==> src/rtl/vend_key_ctrl_if.sv <==
// vend_key_ctrl_if: scanner input, change handshake and status bundle.
// slave = controller side, master = scanner/actuator side.
interface vend_key_ctrl_if;
  logic       key_valid;
  logic [3:0] key_value;
  logic       change_ack;
  logic       key_evt;
  logic [3:0] key_code;
  logic [7:0] credit;
  logic [3:0] sel_code;
  logic       sel_valid;
  logic       vend_pulse;
  logic [3:0] vend_code;
  logic       change_valid;
  logic [7:0] change;
  logic       err;
  logic       busy;
`ifdef VEND_TIMEOUT_EN
  logic       timeout_pulse;

  modport slave (
    input  key_valid, key_value, change_ack,
    output key_evt, key_code, credit,
    output sel_code, sel_valid,
    output vend_pulse, vend_code,
    output change_valid, change,
    output err, busy, timeout_pulse
  );

  modport master (
    output key_valid, key_value, change_ack,
    input  key_evt, key_code, credit,
    input  sel_code, sel_valid,
    input  vend_pulse, vend_code,
    input  change_valid, change,
    input  err, busy, timeout_pulse
  );
`else
  modport slave (
    input  key_valid, key_value, change_ack,
    output key_evt, key_code, credit,
    output sel_code, sel_valid,
    output vend_pulse, vend_code,
    output change_valid, change,
    output err, busy
  );

  modport master (
    output key_valid, key_value, change_ack,
    input  key_evt, key_code, credit,
    input  sel_code, sel_valid,
    input  vend_pulse, vend_code,
    input  change_valid, change,
    input  err, busy
  );
`endif
endinterface

==> src/rtl/vend_key_ctrl.sv <==
// vend_key_ctrl: keypad debounce + vending transaction FSM.
// Ports: clk, reset (async, active-low), bus (vend_key_ctrl_if.slave):
//   in  key_valid/key_value (scanner), change_ack (dispenser)
//   out key_evt/key_code, credit, sel_code/sel_valid,
//       vend_pulse/vend_code, change_valid/change, err, busy
// Option macro VEND_TIMEOUT_EN: adds TIMEOUT_CYCLES and timeout_pulse.
module vend_key_ctrl #(
  parameter int DEBOUNCE_CYCLES = 4,
  parameter int COIN_VALUE      = 5,
  parameter int PRICE_BASE      = 10,
  parameter int PRICE_STEP      = 5,
  parameter int MAX_CREDIT      = 95
`ifdef VEND_TIMEOUT_EN
  ,
  parameter int TIMEOUT_CYCLES  = 1000
`endif
) (
  input logic            clk,
  input logic            reset,
  vend_key_ctrl_if.slave bus
);

  typedef enum logic [1:0] {
    IDLE,
    CREDIT,
    VEND,
    CHANGE
  } state_t;

  localparam int DW = $clog2(DEBOUNCE_CYCLES + 1);
  localparam logic [DW-1:0] DB_MAX = DW'(DEBOUNCE_CYCLES);

  // ---------------- debounce ----------------
  logic [3:0]    prev_q;
  logic          prev_vld_q;
  logic [DW-1:0] hold_q, hold_d;
  logic [DW-1:0] rel_q, rel_d;
  logic          latch_q;
  logic          evt_q;
  logic [3:0]    code_q;
  logic          same;

  always_comb begin
    same   = bus.key_valid && prev_vld_q &&
             (bus.key_value == prev_q);
    hold_d = '0;
    rel_d  = '0;
    if (same)
      hold_d = (hold_q == DB_MAX) ? hold_q : hold_q + 1'b1;
    else if (bus.key_valid)
      hold_d = DW'(1);
    if (!bus.key_valid)
      rel_d = (rel_q == DB_MAX) ? rel_q : rel_q + 1'b1;
  end

  always_ff @(posedge clk or negedge reset) begin
    if (!reset) begin
      prev_q     <= '0;
      prev_vld_q <= 1'b0;
      hold_q     <= '0;
      rel_q      <= '0;
      latch_q    <= 1'b0;
      evt_q      <= 1'b0;
      code_q     <= '0;
    end else begin
      prev_q     <= bus.key_value;
      prev_vld_q <= bus.key_valid;
      hold_q     <= hold_d;
      rel_q      <= rel_d;
      evt_q      <= 1'b0;
      if (hold_d == DB_MAX && !latch_q) begin
        latch_q <= 1'b1;
        code_q  <= bus.key_value;
        evt_q   <= 1'b1;
      end else if (rel_d == DB_MAX) begin
        latch_q <= 1'b0;
      end
    end
  end

  // ---------------- transaction FSM ----------------
  state_t     state_q, state_d;
  logic [7:0] credit_q, credit_d;
  logic [7:0] change_q, change_d;
  logic [3:0] sel_q, sel_d;
  logic [3:0] vcode_q, vcode_d;
  logic       sel_v_q, sel_v_d;
  logic       vend_q, vend_d;
  logic       chg_v_q, chg_v_d;
  logic       err_q, err_d;
  logic [7:0] price;
  logic [8:0] coin_sum;
  logic [7:0] remain;
  logic       is_digit, is_coin;
  logic       is_cancel, is_conf;

  assign price    = 8'(PRICE_BASE) + 8'(sel_q) * 8'(PRICE_STEP);
  assign coin_sum = {1'b0, credit_q} + 9'(COIN_VALUE);
  assign remain   = credit_q - price;

  assign is_digit  = code_q <= 4'd9;
  assign is_coin   = code_q == 4'hA;
  assign is_cancel = code_q == 4'hB;
  assign is_conf   = code_q == 4'hC;

`ifdef VEND_TIMEOUT_EN
  localparam int TW = $clog2(TIMEOUT_CYCLES + 1);
  logic [TW-1:0] tmo_q;
  logic          tmo_hit;
  logic          tmo_p_q, tmo_p_d;

  // Counter restarts on any key event and only runs in CREDIT.
  assign tmo_hit = (state_q == CREDIT) && !evt_q &&
                   (tmo_q == TW'(TIMEOUT_CYCLES - 1));

  always_ff @(posedge clk or negedge reset) begin
    if (!reset) begin
      tmo_q   <= '0;
      tmo_p_q <= 1'b0;
    end else begin
      tmo_p_q <= tmo_p_d;
      if (evt_q || state_q != CREDIT)
        tmo_q <= '0;
      else
        tmo_q <= tmo_q + 1'b1;
    end
  end

  assign bus.timeout_pulse = tmo_p_q;
`endif

  always_comb begin
    state_d  = state_q;
    credit_d = credit_q;
    change_d = change_q;
    sel_d    = sel_q;
    vcode_d  = vcode_q;
    sel_v_d  = sel_v_q;
    vend_d   = 1'b0;
    chg_v_d  = chg_v_q;
    err_d    = 1'b0;
`ifdef VEND_TIMEOUT_EN
    tmo_p_d  = 1'b0;
`endif
    unique case (state_q)
      IDLE, CREDIT: begin
        if (evt_q) begin
          unique case (1'b1)
            is_digit: begin
              sel_d   = code_q;
              sel_v_d = 1'b1;
            end
            is_coin: begin
              if (coin_sum > 9'(MAX_CREDIT)) begin
                err_d = 1'b1;
              end else begin
                credit_d = coin_sum[7:0];
                state_d  = CREDIT;
              end
            end
            is_conf: begin
              if (sel_v_q && credit_q >= price) begin
                state_d = VEND;
                vend_d  = 1'b1;
                vcode_d = sel_q;
              end else begin
                err_d = 1'b1;
              end
            end
            is_cancel: begin
              if (credit_q != 8'd0) begin
                change_d = credit_q;
                chg_v_d  = 1'b1;
                state_d  = CHANGE;
              end else begin
                sel_v_d = 1'b0;
              end
            end
            default: ;
          endcase
        end
`ifdef VEND_TIMEOUT_EN
        else if (tmo_hit) begin
          change_d = credit_q;
          chg_v_d  = 1'b1;
          state_d  = CHANGE;
          tmo_p_d  = 1'b1;
        end
`endif
      end
      VEND: begin
        credit_d = remain;
        sel_v_d  = 1'b0;
        if (remain != 8'd0) begin
          change_d = remain;
          chg_v_d  = 1'b1;
          state_d  = CHANGE;
        end else begin
          state_d = IDLE;
        end
      end
      CHANGE: begin
        if (bus.change_ack) begin
          chg_v_d  = 1'b0;
          change_d = '0;
          credit_d = '0;
          state_d  = IDLE;
        end
      end
      default: state_d = IDLE;
    endcase
  end

  always_ff @(posedge clk or negedge reset) begin
    if (!reset) begin
      state_q  <= IDLE;
      credit_q <= '0;
      change_q <= '0;
      sel_q    <= '0;
      vcode_q  <= '0;
      sel_v_q  <= 1'b0;
      vend_q   <= 1'b0;
      chg_v_q  <= 1'b0;
      err_q    <= 1'b0;
    end else begin
      state_q  <= state_d;
      credit_q <= credit_d;
      change_q <= change_d;
      sel_q    <= sel_d;
      vcode_q  <= vcode_d;
      sel_v_q  <= sel_v_d;
      vend_q   <= vend_d;
      chg_v_q  <= chg_v_d;
      err_q    <= err_d;
    end
  end

  assign bus.key_evt      = evt_q;
  assign bus.key_code     = code_q;
  assign bus.credit       = credit_q;
  assign bus.sel_code     = sel_q;
  assign bus.sel_valid    = sel_v_q;
  assign bus.vend_pulse   = vend_q;
  assign bus.vend_code    = vcode_q;
  assign bus.change_valid = chg_v_q;
  assign bus.change       = change_q;
  assign bus.err          = err_q;
  assign bus.busy         = (state_q == VEND) ||
                            (state_q == CHANGE);

endmodule

==> src/flat_wrapper.sv <==
// flat-port wrapper written by rule: the top's interface ports become plain ports
module vend_key_ctrl_flat 
#(
  parameter int DEBOUNCE_CYCLES = 4,
  parameter int COIN_VALUE      = 5,
  parameter int PRICE_BASE      = 10,
  parameter int PRICE_STEP      = 5,
  parameter int MAX_CREDIT      = 95

)
  (clk, reset, bus_key_valid, bus_key_value, bus_change_ack, bus_key_evt, bus_key_code, bus_credit, bus_sel_code, bus_sel_valid, bus_vend_pulse, bus_vend_code, bus_change_valid, bus_change, bus_err, bus_busy);
  vend_key_ctrl_if bus_i ();
  input logic clk;
  input logic reset;
  input wire logic [$bits(bus_i.key_valid)-1:0] bus_key_valid;
  input wire logic [$bits(bus_i.key_value)-1:0] bus_key_value;
  input wire logic [$bits(bus_i.change_ack)-1:0] bus_change_ack;
  output wire logic [$bits(bus_i.key_evt)-1:0] bus_key_evt;
  output wire logic [$bits(bus_i.key_code)-1:0] bus_key_code;
  output wire logic [$bits(bus_i.credit)-1:0] bus_credit;
  output wire logic [$bits(bus_i.sel_code)-1:0] bus_sel_code;
  output wire logic [$bits(bus_i.sel_valid)-1:0] bus_sel_valid;
  output wire logic [$bits(bus_i.vend_pulse)-1:0] bus_vend_pulse;
  output wire logic [$bits(bus_i.vend_code)-1:0] bus_vend_code;
  output wire logic [$bits(bus_i.change_valid)-1:0] bus_change_valid;
  output wire logic [$bits(bus_i.change)-1:0] bus_change;
  output wire logic [$bits(bus_i.err)-1:0] bus_err;
  output wire logic [$bits(bus_i.busy)-1:0] bus_busy;
  assign bus_i.key_valid = bus_key_valid;
  assign bus_i.key_value = bus_key_value;
  assign bus_i.change_ack = bus_change_ack;
  assign bus_key_evt = bus_i.key_evt;
  assign bus_key_code = bus_i.key_code;
  assign bus_credit = bus_i.credit;
  assign bus_sel_code = bus_i.sel_code;
  assign bus_sel_valid = bus_i.sel_valid;
  assign bus_vend_pulse = bus_i.vend_pulse;
  assign bus_vend_code = bus_i.vend_code;
  assign bus_change_valid = bus_i.change_valid;
  assign bus_change = bus_i.change;
  assign bus_err = bus_i.err;
  assign bus_busy = bus_i.busy;
  vend_key_ctrl #(.DEBOUNCE_CYCLES(DEBOUNCE_CYCLES), .COIN_VALUE(COIN_VALUE), .PRICE_BASE(PRICE_BASE), .PRICE_STEP(PRICE_STEP), .MAX_CREDIT(MAX_CREDIT)) u_core (.clk(clk), .reset(reset), .bus(bus_i));
endmodule
==> config.mk <==
export PLATFORM = sky130hd
export DESIGN_NAME = vend_key_ctrl_flat
export DESIGN_NICKNAME = d
export VERILOG_FILES = /design/src/rtl/vend_key_ctrl_if.sv /design/src/rtl/vend_key_ctrl.sv /design/src/flat_wrapper.sv
export SDC_FILE = /design/constraint.sdc
export NUM_CORES = 1
export LEC_CHECK = 0
export CORE_ASPECT_RATIO = 2
export CORE_MARGIN = 4
export CORE_UTILIZATION = 49
export DETAILED_ROUTE_END_ITERATION = 8
export PLACE_DENSITY = 0.81
export SLEW_MARGIN = 40
export SYNTH_ARGS = -nofsm -noshare
export SYNTH_HDL_FRONTEND = slang
export SYNTH_SLANG_ARGS = --single-unit
export TNS_END_PERCENT = 10
==> constraint.sdc <==
create_clock -name clk -period 5.6 [get_ports clk]
set_input_delay 1.12 -clock clk [delete_from_list [all_inputs] [get_ports clk]]
set_output_delay 1.12 -clock clk [all_outputs]
set_load 0.02 [all_outputs]
After elaboration in Yosys (flattened, before gate mapping)
Cells that the tools add are included.

storage, ports and cells
  register bits after elaboration = 47
  bits in latches = 0
  bits in writable memories = 0
  bits in read-only memories = 0
  input port bits = 8
  output and inout port bits = 34
  word-level logic and storage cells = 112
  memories = 0

operators by class
  $add $sub $neg = 5
  multipliers = 1
  divide/modulo/power cells = 0
  magnitude comparators = 3
  eq/ne operators = 24
  shifts and indexed selects = 0
  multiplexer cells = 45
  bitwise logic cells = 0
  reductions and logical operators = 18

operators with widths
  kind                 count
  $mux 8               8
  $pmux 8 s3           2
  $mux 1               19
  $reduce_bool 8->1    2
  $eq 3x3->1 const B   4
  $eq 4x4->1 const B   3
  $mux 2               6
  $mux 3               4
  $ne 3x3->1 const B   4
  $pmux 2 s3           2
  $reduce_and 4->1     3
  $ne 2x1->1 const B   5
  $add 8x3->9 const B  1
  $gt 9x7->1 const B   1
  $add 4x7->8 const A  1
  $ge 8x8->1           1
  $sub 8x8->8          1
  $mul 4x3->7 const B  1
  $add 3x1->3 const B  2
  $pmux 1 s2           3
  $reduce_and 6->1     1
  $reduce_and 5->1     1
  $eq 2x2->1 const B   2
  $eq 4x4->1           1
  other kinds (13)     18

Logic depth before layout (Yosys ltp)
Gate-level depths: netlist (run 1).

  word-level depth = 8
  depth in mapped cells = 14
  gate-level depth less buffers = 14

Worst setup path before layout (run 1)
OpenSTA, ideal clock, no wires.

  path kind = register to register
  start = register u_core.sel_q[2], in the netlist u_core.bus.sel_code[2]
  end = register u_core.change_q[0], in the netlist u_core.bus.change[0]
  library setup time = 0.125 ns
  data arrival time = 3.823 ns
  data required time = 5.475 ns
  slack = 1.652 ns
  stages on the path, launching flop included = 14
  buffers on the path = 0
  clock period less this slack = 3.948 ns
  path through = dfrtp_1 -> ha_1 -> inv_1 -> fa_1 -> inv_1 -> ha_1 -> a21o_1 -> a21oi_1 -> ha_1 -> a21o_1 -> a221o_1 -> or4b_4 -> o31ai_4 -> mux2_2

between the ends
  cells in the longest elaborated chain, start to end = 6

RTL lines
  element                            line                  source
  from (decl)                        vend_key_ctrl.sv:85   logic [3:0] sel_q, sel_d;
  from (signal assigned)             vend_key_ctrl.sv:229  sel_q <= sel_d;
  $mul 4x3->7                        vend_key_ctrl.sv:97   assign price = 8'(PRICE_BASE) + 8'(sel_q) * 8'(PRICE_STEP);
  $add 4x7->8                        vend_key_ctrl.sv:97
  $sub 8x8->8                        vend_key_ctrl.sv:99   assign remain = credit_q - price;
  $reduce_bool 8->1                  vend_key_ctrl.sv:194  if (remain != 8'd0) begin
  $ne 2x1->1 (no source line)        n/a
  $reduce_and 5->1 (no source line)  n/a
  to (signal assigned)               vend_key_ctrl.sv:228  change_q <= change_d;
  to (decl)                          vend_key_ctrl.sv:84   logic [7:0] change_q, change_d;

Every way passes these cells.
A chain may end at the register's enable or synchronous reset.

Worst setup path in the final report (run 1)
  start = register u_core.sel_q[0], in the netlist u_core.bus.sel_code[0]
  end = register u_core.change_q[5], in the netlist u_core.bus.change[5]

between the ends
  cells in the longest elaborated chain, start to end = 6
  elaborated cells between the ends (all ways) = 8
  those cells by class = 2 x add/sub; 1 x mul; 1 x eq/ne; 2 x mux; 2 x reduce/logical

RTL lines
  element                            line
  $mul 4x3->7 (*)                    vend_key_ctrl.sv:97
  $add 4x7->8 (*)                    vend_key_ctrl.sv:97
  $sub 8x8->8 (*)                    vend_key_ctrl.sv:99
  $reduce_bool 8->1                  vend_key_ctrl.sv:194
  $ne 2x1->1 (no source line)        n/a
  $reduce_and 5->1 (no source line)  n/a

Every way passes the cells marked *; elsewhere a longest branch is shown, timed or not. The select of a mux whose other input is x is not followed.

==> results.toml, run 1 <==
[outcome]
outcome = "completed"

[synth]
ys_seq_area_share_pct = 39.0
synth.net_count = 341
synth.top_cell.area_share_pct = 39.0
synth_cells = 311
synth.avg_cell_area_um2 = 9.70
synthesis.area_mm2 = 0.00302
synth_area_leaders = "dfrtp_1, ha_1, mux2_2"
synth_edf_count = 0
async_flop_share_pct = 100
ys_ff_latch = 47
yosysWarningCount = 0
synth_most_common_cell = "dfrtp_1"
synthDistinctLibCells = 61
synth_common_cells = "dfrtp_1, inv_1, nand2_1"
synthFlopType = "dfrtp_1"
synth_top_area_cell = "dfrtp_1"

[clocking]
clk_latency_ns = 0.30
tritoncts = "yes"
h-tree-depth = 2
cts_root_buf = "clkbuf_16"
path_clk_slew_ns = 0.07
postCtsHoldBufs = 0
post-cts-setup-buffers = 0
cts_buffers = 5
post_cts_resized = 0
clock_sinks = 47
cts_buffer_depth = 2

[cells_and_area]
nNetsFinal = 378
antenna_cells = 0
multi_input_area_mm2 = 0.00165
design_area_mm2 = 0.00358
drive_gt1_share_pct = 10.9
area_delta_synth_final_pct = 18.6
regArea_mm2 = 0.00118
fill_cells = 500

[worst_setup_path]
r2r-start = "u_core.bus.sel_code[0]"
slowest_stage = "or4b_4"
crit_path_max_incr_delay_ns = 0.57
cpMostUsedCell = "ha_1"
worstReg2RegEnd = "u_core.bus.change[5]"
crit_chain = "ha_1 -> inv_1 -> fa_1 -> inv_1 -> ha_1 -> a21o_1 -> a21oi_1 -> ha_1 -> a21o_1 -> a221o_1 -> or4b_4 -> o31ai_4 -> mux2_2"
cp.arrival_ns = 4.35
endpoint_kind = "flip-flop"
ff2ff_path_depth = 13
setup.worst_path.class = "reg2reg"
rrSetupSlack_ns = 1.42
path_max_fanout = 9
cp.required_ns = 5.77
cp-start-kind = "flip-flop"

[placement]
dp_hpwl_um = 5770
place_congestion = 0.995
dpl_worst_slack_ns = 1.45
port_buffers = 41
dpl-instance-area_mm2 = 0.00343

[timing]
finalWorstSetupSlack_ns = 1.42
tightest_slew_ns = 0.600
fin_setup_tns_ns = 0
period_minus_slack_ns = 4.18
slew_viol_final = 0
rsz0062_at_grt = "false"
slew_headroom_pct = 59.9
hold_viol = 0
min_period_over_period_pct = 74.7
clock.fmax_mhz = 239
skew_ns = 0.0134
finalSetupViolCount = 0

[floorplanning]
initial_core_util_pct = 50.2
fp.dieArea_mm2 = 0.00755
pin_count = 42
core_area_mm2 = 0.00601
die_h_um = 119
die-width_um = 63.5
row_count = 40

[grt]
grt_pass1_vias = 2726
overflow = 0
grt_pass1_wl_um = 12700
antenna_found_initial = 0
grt_max_degree = 48
grt.total_usage_pct = 21.4

[power_and_ir_drop]
ir_worst_vdd_mv = 0.325
power.leakage_nw = 1.63
p_per_area_mw_per_mm2 = 293

[detailed_routing]
wl_per_cell_um = 18.5
firstDrtPassIters = 4
final_antenna_net_count = 0
dr_total_vias = 2542
drc = 0
via_per_inst = 6.17
drtIter0Drc = 110
routed_wl_um = 7630

[job]
cap_violations = 0

[worst_hold_path]
worstHoldPathType = "reg2reg"
hold_end = "u_core.bus.change_valid"
whs_path_depth = 2
holdCritStartpoint = "u_core.bus.change_valid"
==> cell families (layout without fill, tap and decap cells) <==
family | count (synthesis) | in the layout | synth area share (%)
AO/OA/AOI/OAI | 82 | 82 | 18.7
XOR/XNOR | 11 | 11 | 3.19
adder cells (fa/ha/maj) | 22 | 22 | 9.62
buffers and inverters | 39 | 77 | 6.18
flip-flops | 47 | 47 | 39.0
multiplexers | 21 | 21 | 7.80
AND/OR/NAND/NOR | 89 | 89 | 15.5
==> power breakdown <==
group          internal (mW)  switching, mW  total [mW]
logic                  0.144          0.187       0.330
clock network          0.169          0.136       0.305
registers              0.363         0.0482       0.411
total                  0.675          0.371        1.05
==> metrics by stage <==
step / instances / power (mW) / hold WS (ns) / utilization, %
global placement: 404 / 0.734 / 0.494 / 57.1
CTS: 412 / 1.04 / 0.513 / 59.6
finish: 412 / 1.05 / 0.507 / 59.6
detailed placement: 404 / 0.741 / 0.501 / 57.1
floorplan: 311 / 0.633 / 0.464 / -
global route: 412 / 1.10 / 0.528 / 59.6
==> critical path: cells and delay by family, from the launching register on <==
family / cells / cell delay, ns
fa+ha+maj: 4 / 1.18
flops: 1 / 0.43
mux: 1 / 0.39
compound gates: 5 / 1.37
simple gates: 1 / 0.57
buf+inv: 2 / 0.11
==> worst max-delay path by stage <==
stage,from,slack (ns),cells past startpoint,to
detailed placement,u_core.bus.sel_code[0],1.45,13,u_core.bus.change[1]
finish,u_core.bus.sel_code[0],1.42,13,u_core.bus.change[5]
global placement,u_core.bus.sel_code[0],1.57,13,u_core.bus.change[3]
CTS,u_core.bus.sel_code[0],1.41,13,u_core.bus.change[6]
global route,u_core.bus.sel_code[0],1.18,13,u_core.bus.change[2]
floorplan,u_core.bus.sel_code[2],1.65,13,u_core.bus.change[0]
==> per-layer routing <==
layer	GRT usage, %	vias up	wire [um]
li1	-	1202	-
met1	21.3	1232	2710
met2	39.0	78	4230
met3	3.96	30	297
met4	13.9	0	398
met5	0	-	0
==> area by class of cell <==
cell class	instances	share of cell area, %
Clock buffer	5	3.50
Clock inverter	3	0.700
Inverter	26	2.73
Multi-Input combinational cell	225	46.2
Sequential cell	47	32.9
Tap cell	63	2.20
Timing Repair Buffer	43	11.8
==> sequential cells by signal, indices dropped and copies added, names as in the netlist <==
name and flops:
u_core.bus.sel_code 4, u_core.bus.change_valid 1, u_core.bus.change 8, u_core.bus.key_evt 1, u_core.bus.vend_code 4, u_core.latch_q 1
u_core.prev_vld_q 1, u_core.bus.err 1, u_core.bus.key_code 4, u_core.bus.credit 8, u_core.bus.sel_valid 1, u_core.bus.vend_pulse 1
u_core.state_q 2, u_core.rel_q 3, u_core.hold_q 3, u_core.prev_q 4
==> cells in the final DEF, fill, tap and decap left out, drive strengths merged, types with 5 or more instances in the layout <==
cell type and n:
ha 20, o21ai 20, nor2b 5, a31oi 6, a21o 6, nand2 21, a21oi 15, clkdlybuf4s50 40
xor2 6, nand2b 7, nor2 20, inv 28, dfrtp 47, clkbuf 5, o22ai 8, nor3 5
mux2 20, xnor2 5
Power figures use the tool's default switching activity.
==> inputs of run 2 (changes only) <==
--- a/config.mk
+++ b/config.mk
@@ -9,7 +9,7 @@
 export CORE_MARGIN = 4
 export CORE_UTILIZATION = 49
 export DETAILED_ROUTE_END_ITERATION = 8
-export PLACE_DENSITY = 0.81
+export PLACE_DENSITY = 0.84
 export SLEW_MARGIN = 40
 export SYNTH_ARGS = -nofsm -noshare
 export SYNTH_HDL_FRONTEND = slang
==> constraint.sdc (replaced) <==
create_clock -name clk -period 3.58 [get_ports clk]
set_input_delay 0.716 -clock clk [delete_from_list [all_inputs] [get_ports clk]]
set_output_delay 0.716 -clock clk [all_outputs]
set_load 0.02 [all_outputs]
==> run 2 against run 1 <==
Against the previous run:
- the flow now finishes with violations (setup timing)
- cell area up 8.1%
- non-clock buffer count increased by 18
- maximum frequency increased by 10%
- setup slack got worse by 1.6 ns
- clock power increased by 75%
- sequential cell count unchanged
- final cell count increased by 4.4%
- total power increased by 66%
==> results.toml, run 2 (same netlist as run 1, synthesis figures left out) <==
[outcome]
outcome = "finished with violations"
violations = "setup timing"

[grt]
grt.total_usage_pct = 23.8
grt_max_degree = 38
grt_pass1_vias = 2887
grt_pass1_wl_um = 13800
antenna_found_initial = 0
overflow = 0

[timing]
tightest_slew_ns = 0.752
rsz0062_at_grt = "true"
finalWorstSetupSlack_ns = -0.209
skew_ns = 0.00464
min_period_over_period_pct = 106
clock.fmax_mhz = 264
finalSetupViolCount = 8
slew_viol_final = 0
period_minus_slack_ns = 3.79
hold_viol = 0
slew_headroom_pct = 49.8

[worst_setup_path]
path_buf_inv = 4
endpoint_kind = "flip-flop"
rrSetupSlack_ns = -0.21
cp.required_ns = 3.76
slowest_stage = "or4b_4"
cp-start-kind = "flip-flop"
cpMostUsedCell = "ha_4"
crit_chain = "ha_4 -> inv_1 -> fa_1 -> inv_2 -> ha_4 -> a31oi_2 -> xor2_1 -> ha_1 -> o211ai_2 -> nor2_1 -> a221o_1 -> or4b_4 -> o31ai_4 -> buf_4 -> buf_12 -> mux2_4"
crit_path_max_incr_delay_ns = 0.51
cp.arrival_ns = 3.97
crit_family = "adder cells"
setup.worst_path.class = "reg2reg"
path_max_fanout = 5

[power_and_ir_drop]
ir_worst_vdd_mv = 0.340
p_per_area_mw_per_mm2 = 449
power.leakage_nw = 1.76

[cells_and_area]
final_cell_mix = "dfrtp_1, clkdlybuf4s50_1, inv_1"
fill_cells = 474
nNetsFinal = 396
drive_gt1_share_pct = 18.5
antenna_cells = 0
final_common_cell = "dfrtp_1"
final_cells = 430
area_delta_synth_final_pct = 28.2

[detailed_routing]
drtIter0Drc = 139
firstDrtPassIters = 4
wl_per_cell_um = 19.2
top_layer_used = "met4"
wl_met2_um = 4640
final_antenna_net_count = 0
wl_met1_um = 2810
wl_met3_um = 325
routed_wl_um = 8250
dr_total_vias = 2688
drc = 0
via_per_inst = 6.25

[floorplanning]
initial_core_util_pct = 50.2
core_area_mm2 = 0.00601
pin_count = 42
die_h_um = 119
die-width_um = 63.5
fp.dieArea_mm2 = 0.00755
row_count = 40

[placement]
place_congestion = 0.963
dp_hpwl_um = 6060
port_buffers = 41
dp_cells = 417
dpl_worst_slack_ns = -0.181

[clocking]
path_clk_slew_ns = 0.06
cts_buffer_depth = 2
clk_latency_ns = 0.30
tritoncts = "yes"
cts_buffers = 5
clock_sinks = 47
h-tree-depth = 2
cts_root_buf = "clkbuf_16"

[worst_hold_path]
worstHoldPathType = "in2async"

[job]
cap_violations = 0
[run 2: changes by cell type in the layout (fill, tap and decap cells not counted), sizes merged]
cell,delta
inv,-2
clkinv,+2
buf,+18
bufinv,+1
clkinvlp,-1
[run 2: stage by stage]
step	hold WS, ns	total power, mW	cell area [um2]	utilization (%)	TNS [ns]
CTS	0.514	1.72	3850	64.1	-1.39
finish	0.370	1.74	3870	64.4	-1.56
floorplan	0.420	0.995	3060	-	-2.25
global placement	0.493	1.16	3580	59.7	-0.605
detailed placement	0.499	1.18	3580	59.7	-1.40
global route	0.399	1.84	3870	64.4	-2.80
[run 2: path summary, 6_finish.rpt]
kind                       cells after the start                    start                       to
max                                           16   u_core.bus.sel_code[2]     u_core.bus.change[0]
min                                            1                    reset         u_core.hold_q[2]
max reg2reg                                   16   u_core.bus.sel_code[2]     u_core.bus.change[0]
min reg2reg                                    1  u_core.bus.vend_code[0]  u_core.bus.vend_code[0]
max in group asynchronous                      2                    reset     u_core.bus.change[7]
min in group clk                               1  u_core.bus.vend_code[0]  u_core.bus.vend_code[0]
[run 2: routing by layer]
metal / vias up / global-route usage [%]
met5: - / 0
met4: 0 / 15.7
met3: 39 / 5.28
met2: 104 / 43.4
met1: 1314 / 23.2
li1: 1231 / -
[run 2: layout make-up]
cell class / instances / area, um2 / share of cell area (%)
Timing Repair Buffer: 61 / 594 / 15.4
Clock buffer: 5 / 125 / 3.24
Clock inverter: 3 / 43.8 / 1.13
Inverter: 26 / 97.6 / 2.52
Multi-Input combinational cell: 225 / 1750 / 45.2
Tap cell: 63 / 78.8 / 2.04
Sequential cell: 47 / 1180 / 30.5
[run 2: power breakdown]
group          leakage (nW)  switching, mW  internal (mW)
clock network        0.0838          0.206          0.329
logic                  1.06          0.314          0.245
registers             0.622         0.0738          0.569
[run 2: timing repair]
action                                  in CTS  in global routing
endpoints found under the hold margin        0                  0
gates cloned                                 1                  0
gates resized for setup                      7                  4
endpoints found under the setup margin       9                 15
pin swaps                                    7                  1
buffers inserted                             4                  0
hold buffers                                 0                  0
==> inputs of run 3 (changes only) <==
--- a/config.mk
+++ b/config.mk
@@ -8,6 +8,7 @@
 export CORE_ASPECT_RATIO = 2
 export CORE_MARGIN = 4
 export CORE_UTILIZATION = 49
+export CTS_CLUSTER_SIZE = 30
 export DETAILED_ROUTE_END_ITERATION = 8
 export PLACE_DENSITY = 0.84
 export SLEW_MARGIN = 40
==> results of run 3 <==
The final DEF is identical to that of run 2; final timing and power are the same.
